[src/rtl/led_pattern_driver.sv]
// ---------------------------------------------------------------------------
// led_pattern_driver
//   Multi-channel LED pattern driver. A shared prescaler produces four rate
//   strobes; each channel picks a rate and a mode (off / on / blink /
//   heartbeat double-flash).
//
// Ports
//   i_clock      system clock, rising edge
//   i_reset_n    asynchronous active-low reset
//   i_enable     global enable; low parks prescaler and LEDs
//   i_mode       per-channel mode, channel c at [2c+1:2c]
//   i_rate_sel   per-channel rate index, channel c at [2c+1:2c]
//   o_led_drive  registered LED outputs
//   o_tick       registered one-cycle rate strobes
// ---------------------------------------------------------------------------

// Per-channel pattern state: phase, heartbeat step and config tracking.
module led_channel (
   input  logic       i_clock,
   input  logic       i_reset_n,
   input  logic       i_enable,
   input  logic [1:0] i_mode,
   input  logic [1:0] i_rate_sel,
   input  logic [3:0] i_tick,
   output logic       o_led
);
   typedef enum logic [1:0] {
      MODE_OFF   = 2'b00,
      MODE_ON    = 2'b01,
      MODE_BLINK = 2'b10,
      MODE_HEART = 2'b11
   } mode_e;

   logic       ph_q, ph_d;
   logic [2:0] st_q, st_d;
   logic [1:0] prev_mode_q, prev_mode_d;
   logic [1:0] prev_rate_q, prev_rate_d;
   logic       led_q, led_d;
   logic       cfg_change;

   assign cfg_change = {i_mode, i_rate_sel} != {prev_mode_q, prev_rate_q};

   always_comb begin
      ph_d        = ph_q;
      st_d        = st_q;
      // Config tracking runs even while disabled so re-enable is not a restart.
      prev_mode_d = i_mode;
      prev_rate_d = i_rate_sel;
      led_d       = 1'b0;
      if (!i_enable) begin
         ph_d = 1'b1;
         st_d = 3'd0;
      end else begin
         if (cfg_change) begin
            // Restart takes priority over a coincident tick.
            ph_d = 1'b1;
            st_d = 3'd0;
         end else if (i_tick[i_rate_sel]) begin
            if (mode_e'(i_mode) == MODE_BLINK) ph_d = ~ph_q;
            if (mode_e'(i_mode) == MODE_HEART) st_d = st_q + 3'd1;
         end
         // Output follows the state being written on this same edge.
         case (mode_e'(i_mode))
            MODE_OFF:   led_d = 1'b0;
            MODE_ON:    led_d = 1'b1;
            MODE_BLINK: led_d = ph_d;
            MODE_HEART: led_d = (st_d == 3'd0) || (st_d == 3'd2);
            default:    led_d = 1'b0;
         endcase
      end
   end

   always_ff @(posedge i_clock or negedge i_reset_n) begin
      if (!i_reset_n) begin
         ph_q        <= 1'b0;
         st_q        <= 3'd0;
         prev_mode_q <= 2'b00;
         prev_rate_q <= 2'b00;
         led_q       <= 1'b0;
      end else begin
         ph_q        <= ph_d;
         st_q        <= st_d;
         prev_mode_q <= prev_mode_d;
         prev_rate_q <= prev_rate_d;
         led_q       <= led_d;
      end
   end

   assign o_led = led_q;
endmodule

module led_pattern_driver #(
   parameter int unsigned CLK_HZ   = 25000000,
   parameter int unsigned NUM_CH   = 4,
   parameter int unsigned RATE0_HZ = 100,
   parameter int unsigned RATE1_HZ = 50,
   parameter int unsigned RATE2_HZ = 10,
   parameter int unsigned RATE3_HZ = 1
) (
   input  logic                  i_clock,
   input  logic                  i_reset_n,
   input  logic                  i_enable,
   input  logic [2*NUM_CH-1:0]   i_mode,
   input  logic [2*NUM_CH-1:0]   i_rate_sel,
   output logic [NUM_CH-1:0]     o_led_drive,
   output logic [3:0]            o_tick
);
   localparam int unsigned HALF [4] = '{
      CLK_HZ / (2 * RATE0_HZ),
      CLK_HZ / (2 * RATE1_HZ),
      CLK_HZ / (2 * RATE2_HZ),
      CLK_HZ / (2 * RATE3_HZ)
   };

   // Prescaler: one wrap counter per rate; the tick is registered so it is
   // seen by the channels one cycle after the wrap edge.
   for (genvar k = 0; k < 4; k++) begin : g_rate
      localparam int unsigned H = HALF[k];
      localparam int          W = (H < 2) ? 1 : $clog2(H);

      if (H < 2) begin : g_bad_half
         $error("led_pattern_driver: HALF for rate %0d is %0d, must be >= 2", k, H);
      end

      logic [W-1:0] cnt_q, cnt_d;
      logic         tick_q, tick_d;

      always_comb begin
         cnt_d  = '0;
         tick_d = 1'b0;
         if (i_enable) begin
            if (cnt_q == W'(H - 1)) begin
               cnt_d  = '0;
               tick_d = 1'b1;
            end else begin
               cnt_d = cnt_q + W'(1);
            end
         end
      end

      always_ff @(posedge i_clock or negedge i_reset_n) begin
         if (!i_reset_n) begin
            cnt_q  <= '0;
            tick_q <= 1'b0;
         end else begin
            cnt_q  <= cnt_d;
            tick_q <= tick_d;
         end
      end

      assign o_tick[k] = tick_q;
   end

   for (genvar c = 0; c < NUM_CH; c++) begin : g_ch
      led_channel u_ch (
         .i_clock    (i_clock),
         .i_reset_n  (i_reset_n),
         .i_enable   (i_enable),
         .i_mode     (i_mode[2*c +: 2]),
         .i_rate_sel (i_rate_sel[2*c +: 2]),
         .i_tick     (o_tick),
         .o_led      (o_led_drive[c])
      );
   end
endmodule

[config.mk]
export PLATFORM = sky130hd
export DESIGN_NAME = led_pattern_driver
export DESIGN_NICKNAME = d
export VERILOG_FILES = /design/src/rtl/led_pattern_driver.sv
export SDC_FILE = /design/constraint.sdc
export NUM_CORES = 1
export LEC_CHECK = 0
export CAP_MARGIN = 15
export CORE_MARGIN = 4
export CORE_UTILIZATION = 65
export CTS_BUF_LIST = sky130_fd_sc_hd__clkbuf_2 sky130_fd_sc_hd__clkbuf_4 sky130_fd_sc_hd__clkbuf_8
export DETAILED_ROUTE_END_ITERATION = 6
export PLACE_DENSITY_LB_ADDON = 0.1
export SLEW_MARGIN = 20
export SYNTH_ARGS = -nofsm -noshare
export SYNTH_HDL_FRONTEND = slang
export SYNTH_SLANG_ARGS = --single-unit
[constraint.sdc]
create_clock -name i_clock -period 2.9 [get_ports i_clock]
set_input_delay 0.58 -clock i_clock [delete_from_list [all_inputs] [get_ports i_clock]]
set_output_delay 0.58 -clock i_clock [all_outputs]
set_load 0.005 [all_outputs]
==> flow_metrics.py, run 1 <==
metrics = {
    "route": {
        "ant_nets": 0,
        "drt-wirelength-per-cell_um": 16.2,
        "via_count": 4448,
        "via_per_inst": 6.11,
        "drc_errors": 0,
        "drtPass1Iterations": 5,
        "route.final.wire_length_um": 11800,
        "drt_iter0_markers": 234,
    },
    "clock_network": {
        "cts.sinks": 120,
        "cts_resized": 0,
        "cts_max_path_buffers": 2,
        "h-tree-depth": 4,
        "clock_latency_ns": 0.42,
        "clkTransAtPathRegs_ns": 0.07,
        "cts_made_buffers": 17,
        "cts_hold_buf": 0,
        "cts_setup_buffers": 0,
        "cts_tree": "done",
        "clockRootBuffer": "clkbuf_8",
    },
    "global_route": {
        "groute.usage.overall": 0.232,
        "grt_pass1_vias": 4442,
        "antenna_found_initial": 0,
        "grt_pass1_wl_um": 20700,
        "grt_max_degree": 56,
        "grt_overflow": 0,
    },
    "worst_setup_path": {
        "cp_max_fo": 12,
        "path_class": "reg2reg",
        "cp_cell_sequence": "and2_1 > or4b_1 > o41ai_2 > buf_4 > a21oi_1",
        "arrival_ns": 2.61,
        "slowest_stage": "o41ai_2",
        "cpPeakStageDelay_ns": 0.75,
        "crit_path_start_kind": "flop",
        "cp-end-kind": "flop",
        "required_ns": 3.19,
    },
    "finish": {
        "regArea_sq_um": 3000,
        "nNetsFinal": 635,
        "area_growth_pct": 13.4,
        "insertedDiodeCount": 0,
        "fillers": 611,
        "drive_gt1_frac": 0.0871,
        "fin_cells": 728,
        "multiInputGateArea_sq_um": 2760,
    },
    "logic_synthesis": {
        "avgSynthCellArea_sq_um": 10.3,
        "synth-seq-area-share": 0.506,
        "synth_edf_count": 0,
        "synth_area_leaders": "dfrtp_1 (51%), xor2_1 (6.8%), xnor2_1 (5.8%), nor2_1 (4.8%), nand3_1 (3.7%)",
        "syn_nets": 605,
        "synth_top_area_cell": "dfrtp_1",
        "synthArstFlopShare": 1.00,
        "ys.flop_type": "dfrtp_1",
        "syn-instance-count": 578,
        "synth_top_area_frac": 0.506,
        "synth.ff_latch_count": 120,
        "synthDistinctLibCells": 42,
        "synthTopCellsByCount": "dfrtp_1 (120), nor2_1 (76), xor2_1 (46)",
        "syn-cell-area_sq_um": 5930,
        "yosysMostFrequentCell": "dfrtp_1",
        "yosysWarnings": 0,
    },
    "placed_design": {
        "port_buffers": 26,
        "gp_congestion": 0.861,
        "pre_cts_ws_ns": 0.374,
        "hpwl_um": 7930,
        "dp.cells": 697,
    },
    "floorplan": {
        "coreArea_sq_um": 8810,
        "fp-row-count": 34,
        "chipWidth_um": 104,
        "die_y_um": 104,
        "die_area_sq_um": 10700,
        "io-pin-count": 27,
        "start_util": 0.674,
    },
    "timing": {
        "fmax_mhz": 431,
        "setup_violations": 0,
        "final_hold_viol_count": 0,
        "worst_pin_slew_ns": 0.818,
        "setup_total_negative_slack_ns": 0,
        "rsz0062_at_grt": "no",
        "layout_min_cycle_time_ns": 2.32,
        "final-max-slew-violation-count": 0,
        "finClkSkew_ns": 0.0120,
        "min_period_over_period": 0.799,
        "fin_ws_ns": 0.582,
        "slew_headroom": 0.449,
    },
    "pwr": {
        "switchingPower_mw": 0.762,
        "power_density_nw_per_um2": 531,
        "p_comb_frac": 0.048,
        "sw_frac_of_total": 0.213,
        "seq_power_share": 0.482,
        "internal-power_mw": 2.81,
        "power_mw": 3.57,
        "power_leakage_nw": 2.66,
        "clkPwrFrac": 0.470,
        "ir_drop_mv": 0.323,
    },
    "outcome": {
        "outcome": "finished, final reports clean",
    },
    "worst_hold_path": {
        "hold_path_class": "in2async",
    },
    "flow_run": {
        "cap_viol_max_count": 0,
    },
}
per-stage QoR:
stage | hold WS (ns) | cell area (sq um) | util
floorplan | 0.284 | 5930 | -
global placement | 0.442 | 6280 | 0.714
detailed placement | 0.449 | 6280 | 0.714
CTS | 0.221 | 6730 | 0.764
global route | 0.240 | 6730 | 0.764
finish | 0.194 | 6730 | 0.764
cells in the final DEF (no fill, tap or decap), types with 2 or more instances in the layout:
cell | netlist | routed
dfrtp_1 | 120 | 120
nor2_1 | 76 | 76
xor2_1 | 46 | 46
nand3_1 | 44 | 44
xnor2_1 | 39 | 39
nand2_1 | 29 | 29
clkdlybuf4s50_1 | 0 | 25
clkbuf_8 | 0 | 21
nand4_1 | 20 | 20
nor4_1 | 19 | 19
a21oi_1 | 19 | 19
o31ai_1 | 18 | 17
or4_1 | 16 | 16
inv_1 | 16 | 16
nor3_1 | 11 | 11
or3_1 | 10 | 10
o21ai_0 | 9 | 9
ha_1 | 8 | 8
buf_4 | 8 | 7
and3_1 | 6 | 6
nand3b_1 | 6 | 6
and4_1 | 5 | 5
mux4_2 | 4 | 4
mux2i_1 | 4 | 4
a21oi_2 | 4 | 4
a21boi_1 | 4 | 4
o221a_1 | 4 | 4
bufinv_16 | 0 | 4
o31ai_2 | 2 | 3
clkinv_2 | 0 | 3
nand4b_1 | 2 | 2
and2_1 | 2 | 2
nor4b_1 | 2 | 2
clkbuf_4 | 0 | 2
worst paths after layout:
check                                       to                 from  cells after the start  slack [ns]
max in group asynchronous   g_rate[1].cnt_q[6]            i_reset_n                      2        1.85
max                        g_rate[2].cnt_q[18]  g_rate[2].cnt_q[16]                      5        0.58
min reg2reg                 g_rate[0].cnt_q[0]   g_rate[0].cnt_q[0]                      1        0.45
min in group i_clock        g_rate[0].cnt_q[0]   g_rate[0].cnt_q[0]                      1        0.45
min                        g_rate[2].cnt_q[17]            i_reset_n                      1        0.19
max reg2reg                g_rate[2].cnt_q[18]  g_rate[2].cnt_q[16]                      5        0.58
cell families (layout without fill, tap and decap cells):
| group | after synthesis | in the layout | synth area share |
|---|---|---|---|
| AO/OA/AOI/OAI | 62 | 62 | 0.0715 |
| AND/OR/NAND/NOR | 257 | 257 | 0.228 |
| multiplexers | 8 | 8 | 0.0219 |
| flip-flops | 120 | 120 | 0.506 |
| buffers and inverters | 38 | 80 | 0.0304 |
| adder cells (fa/ha/maj) | 8 | 8 | 0.0169 |
| XOR/XNOR | 85 | 85 | 0.125 |
sequential cells by signal, indices dropped and copies added (netlist names):
register	count
g_rate.cnt_q	80
g_ch.u_ch.prev_mode_q	8
g_ch.u_ch.o_led	4
g_ch.u_ch.prev_rate_q	8
g_ch.u_ch.ph_q	4
g_rate.tick_q	4
g_ch.u_ch.st_q	12
power groups by stage:
stage,Combinational [mW],Clock [mW],Sequential [mW]
detailed placement,0.173,0,1.75
global placement,0.167,0,1.75
global route,0.192,1.79,1.73
CTS,0.175,1.71,1.72
floorplan,0.0753,0,1.75
finish,0.171,1.68,1.72
per-layer routing:
layer  global-route usage  routed length, um  vias up
met5                    0                  0        -
met4               0.0703                106        0
met3               0.0585                464       14
met2                0.375               5920       93
met1                0.313               5330     2219
li1                     -                  -     2122
final cells by class:
class | instances | area share
repair buffers | 33 | 0.0480
inverters | 16 | 0.00892
multi-input cells | 420 | 0.410
flip-flops and latches | 120 | 0.446
clock buffers | 23 | 0.0452
clock inverters | 8 | 0.0212
well taps | 108 | 0.0201
worst max-delay path: cells and delay by family, from the launching register on:
family | cells | cell delay [ns]
DFF | 1 | 0.38
AOI/OAI and AO/OA | 2 | 0.82
and+or+nand+nor | 2 | 0.66
buffers and inverters | 1 | 0.34
Power figures use the tool's default switching activity.
==> inputs of run 2 (changes only) <==
CORE_UTILIZATION = 63   (was 65)
clock period = 2.3 ns   (was 2.9 ns; I/O delays follow)
==> run 2 against run 1 <==
  * Die area up 2.9%
  * Combinational power is 32% higher
  * Clock-buffer cell count decreased by 5
  * Clock power is 30% higher
  * Routed wire length fell by 2.0%
  * Global-route usage fell by 0.49 points
  * Worst hold slack improved by 0.27 ns
  * Via count about the same
  * Highest routed layer unchanged
  * Fmax increased by 13%
  * Critical endpoint is now g_rate[2].cnt_q[20]
  * Largest cell class unchanged
  * First-iteration DRC count is 41% lower
  * Flip-flop and latch count stayed put
  * Cell area increased by 1.6%
==> flow_metrics.py, run 2 (synthesized netlist as in run 1, its figures left out) <==
metrics = {
    "outcome": {
        "outcome": "finished, final reports clean",
    },
    "timing": {
        "rsz0062_at_grt": "no",
        "fin_hold_ws_ns": 0.463,
        "slew_headroom": 0.669,
        "final-max-slew-violation-count": 0,
        "setup_total_negative_slack_ns": 0,
        "finClkSkew_ns": 0.0119,
        "setup_violations": 0,
        "worst_pin_slew_ns": 0.497,
        "final_hold_viol_count": 0,
        "min_period_over_period": 0.891,
        "fmax_mhz": 488,
        "layout_min_cycle_time_ns": 2.05,
    },
    "placed_design": {
        "port_buffers": 26,
        "dp.cells": 710,
        "gp_congestion": 0.836,
        "hpwl_um": 7980,
    },
    "pwr": {
        "power_mw": 4.59,
        "ir_drop_mv": 0.624,
        "p_comb_frac": 0.049,
        "seq_power_share": 0.473,
        "power_density_nw_per_um2": 671,
        "internal-power_mw": 3.57,
        "clkPwrFrac": 0.477,
        "switchingPower_mw": 1.02,
        "power_leakage_nw": 2.71,
        "sw_frac_of_total": 0.223,
    },
    "finish": {
        "mostFrequentLayoutCell": "dfrtp_1",
        "layout_common_cells": "dfrtp_1 (120), nor2_1 (76), xor2_1 (46), nand3_1 (44), xnor2_1 (39)",
        "utilization": 0.744,
        "largest_reg_flops": 80,
        "area_growth_pct": 15.3,
        "fin_cells": 743,
        "regArea_sq_um": 3000,
        "multiInputGateArea_sq_um": 2760,
        "fillers": 642,
        "drive_gt1_frac": 0.103,
        "top_register": "g_rate.cnt_q",
        "insertedDiodeCount": 0,
        "nNetsFinal": 646,
        "reg_top3": "g_rate.cnt_q x80, g_ch.u_ch.st_q x12",
    },
    "clock_network": {
        "cts_tree": "done",
        "clockRootBuffer": "clkbuf_8",
        "cts_max_path_buffers": 2,
        "cts_setup_buffers": 0,
        "clkTransAtPathRegs_ns": 0.08,
        "cts.sinks": 120,
        "cts_made_buffers": 17,
        "clock_latency_ns": 0.42,
        "cts_resized": 0,
        "h-tree-depth": 4,
    },
    "worst_hold_path": {
        "hold_depth": 1,
        "hp-start": "g_rate[0].cnt_q[0]",
        "hold_path_end": "g_rate[0].cnt_q[0]",
        "hold_path_class": "reg2reg",
    },
    "global_route": {
        "grt_max_degree": 55,
        "grt_pass1_vias": 4453,
        "met3_usage": 0.0550,
        "groute.usage.overall": 0.227,
        "antenna_found_initial": 0,
        "grt_pass1_wl_um": 20500,
        "top_usage_layer": "met2",
        "global_route.usage.met2": 0.374,
        "grt_use_met1": 0.297,
        "grt_overflow": 0,
    },
    "route": {
        "drtPass1Iterations": 5,
        "drc_errors": 0,
        "route.final.wire_length_um": 11600,
        "via_count": 4446,
        "drt-wirelength-per-cell_um": 15.6,
        "ant_nets": 0,
        "via_per_inst": 5.98,
        "drt_iter0_markers": 138,
    },
    "floorplan": {
        "coreArea_sq_um": 9200,
        "die_area_sq_um": 11000,
        "chipWidth_um": 105,
        "start_util": 0.645,
        "die_y_um": 105,
        "io-pin-count": 27,
        "fp-row-count": 35,
    },
    "worst_setup_path": {
        "path_class": "reg2reg",
        "reg2reg_depth": 5,
        "required_ns": 2.66,
        "r2r-end": "g_rate[2].cnt_q[20]",
        "crit_path_start_kind": "flop",
        "arrival_ns": 2.41,
        "rrSetupSlack_ns": 0.25,
        "cp-end-kind": "flop",
        "cp_max_fo": 8,
        "regToRegStartpoint": "g_rate[2].cnt_q[0]",
    },
    "flow_run": {
        "cap_viol_max_count": 0,
    },
}
[run 2: power groups by stage]
stage	Clock [mW]	Sequential [mW]	Combinational (mW)
floorplan	0	2.21	0.0950
global placement	0	2.21	0.223
detailed placement	0	2.21	0.227
CTS	2.23	2.17	0.231
global route	2.34	2.17	0.256
finish	2.19	2.17	0.226
[run 2: stage by stage]
stage | area (sq um) | setup WS, ns
2_1_floorplan | 5930 | 0.320
3_3_place_gp | 6360 | 0.127
3_5_place_dp | 6360 | 0.0565
4_1_cts | 6840 | 0.242
5_1_grt | 6840 | 0.138
6_report | 6840 | 0.252
[run 2: what timing repair did]
| item | 4_1_cts | 5_1_grt |
|---|---|---|
| hold endpoints to repair | 4 | 0 |
| endpoints found under the setup margin | 0 | 0 |
| hold buffers | 1 | 0 |
[run 2: per-layer routing]
layer / vias up / routed length [um]
met2: 93 / 5730
met5: - / 0
met1: 2195 / 5200
li1: 2140 / -
met4: 0 / 184
met3: 18 / 467
[run 2: layout make-up]
cell class	count	area share
flip-flops and latches	120	0.439
clock inverters	14	0.0322
repair buffers	44	0.0596
clock buffers	18	0.0362
inverters	16	0.00878
multi-input cells	420	0.404
well taps	111	0.0203
[run 2: how the worst max path moves through the flow]
stage                       start  cells past startpoint                  end  slack, ns
6_report       g_rate[2].cnt_q[0]                      5  g_rate[2].cnt_q[20]       0.25
5_1_grt        g_rate[2].cnt_q[0]                      5  g_rate[2].cnt_q[20]       0.14
4_1_cts        g_rate[2].cnt_q[0]                      5  g_rate[2].cnt_q[20]       0.24
3_5_place_dp        i_rate_sel[6]                      5   g_ch[3].u_ch.o_led       0.06
3_3_place_gp        i_rate_sel[0]                      5   g_ch[0].u_ch.o_led       0.13
2_1_floorplan  g_rate[2].cnt_q[0]                      6  g_rate[2].cnt_q[20]       0.32
[run 2: worst max-delay path, stage by stage (launching register included)]
cell and delay, ns:
dfrtp_1 0.39, ha_1 0.25, nand3_4 0.09, or4_1 0.67, or4_4 0.46, a21oi_2 0.13
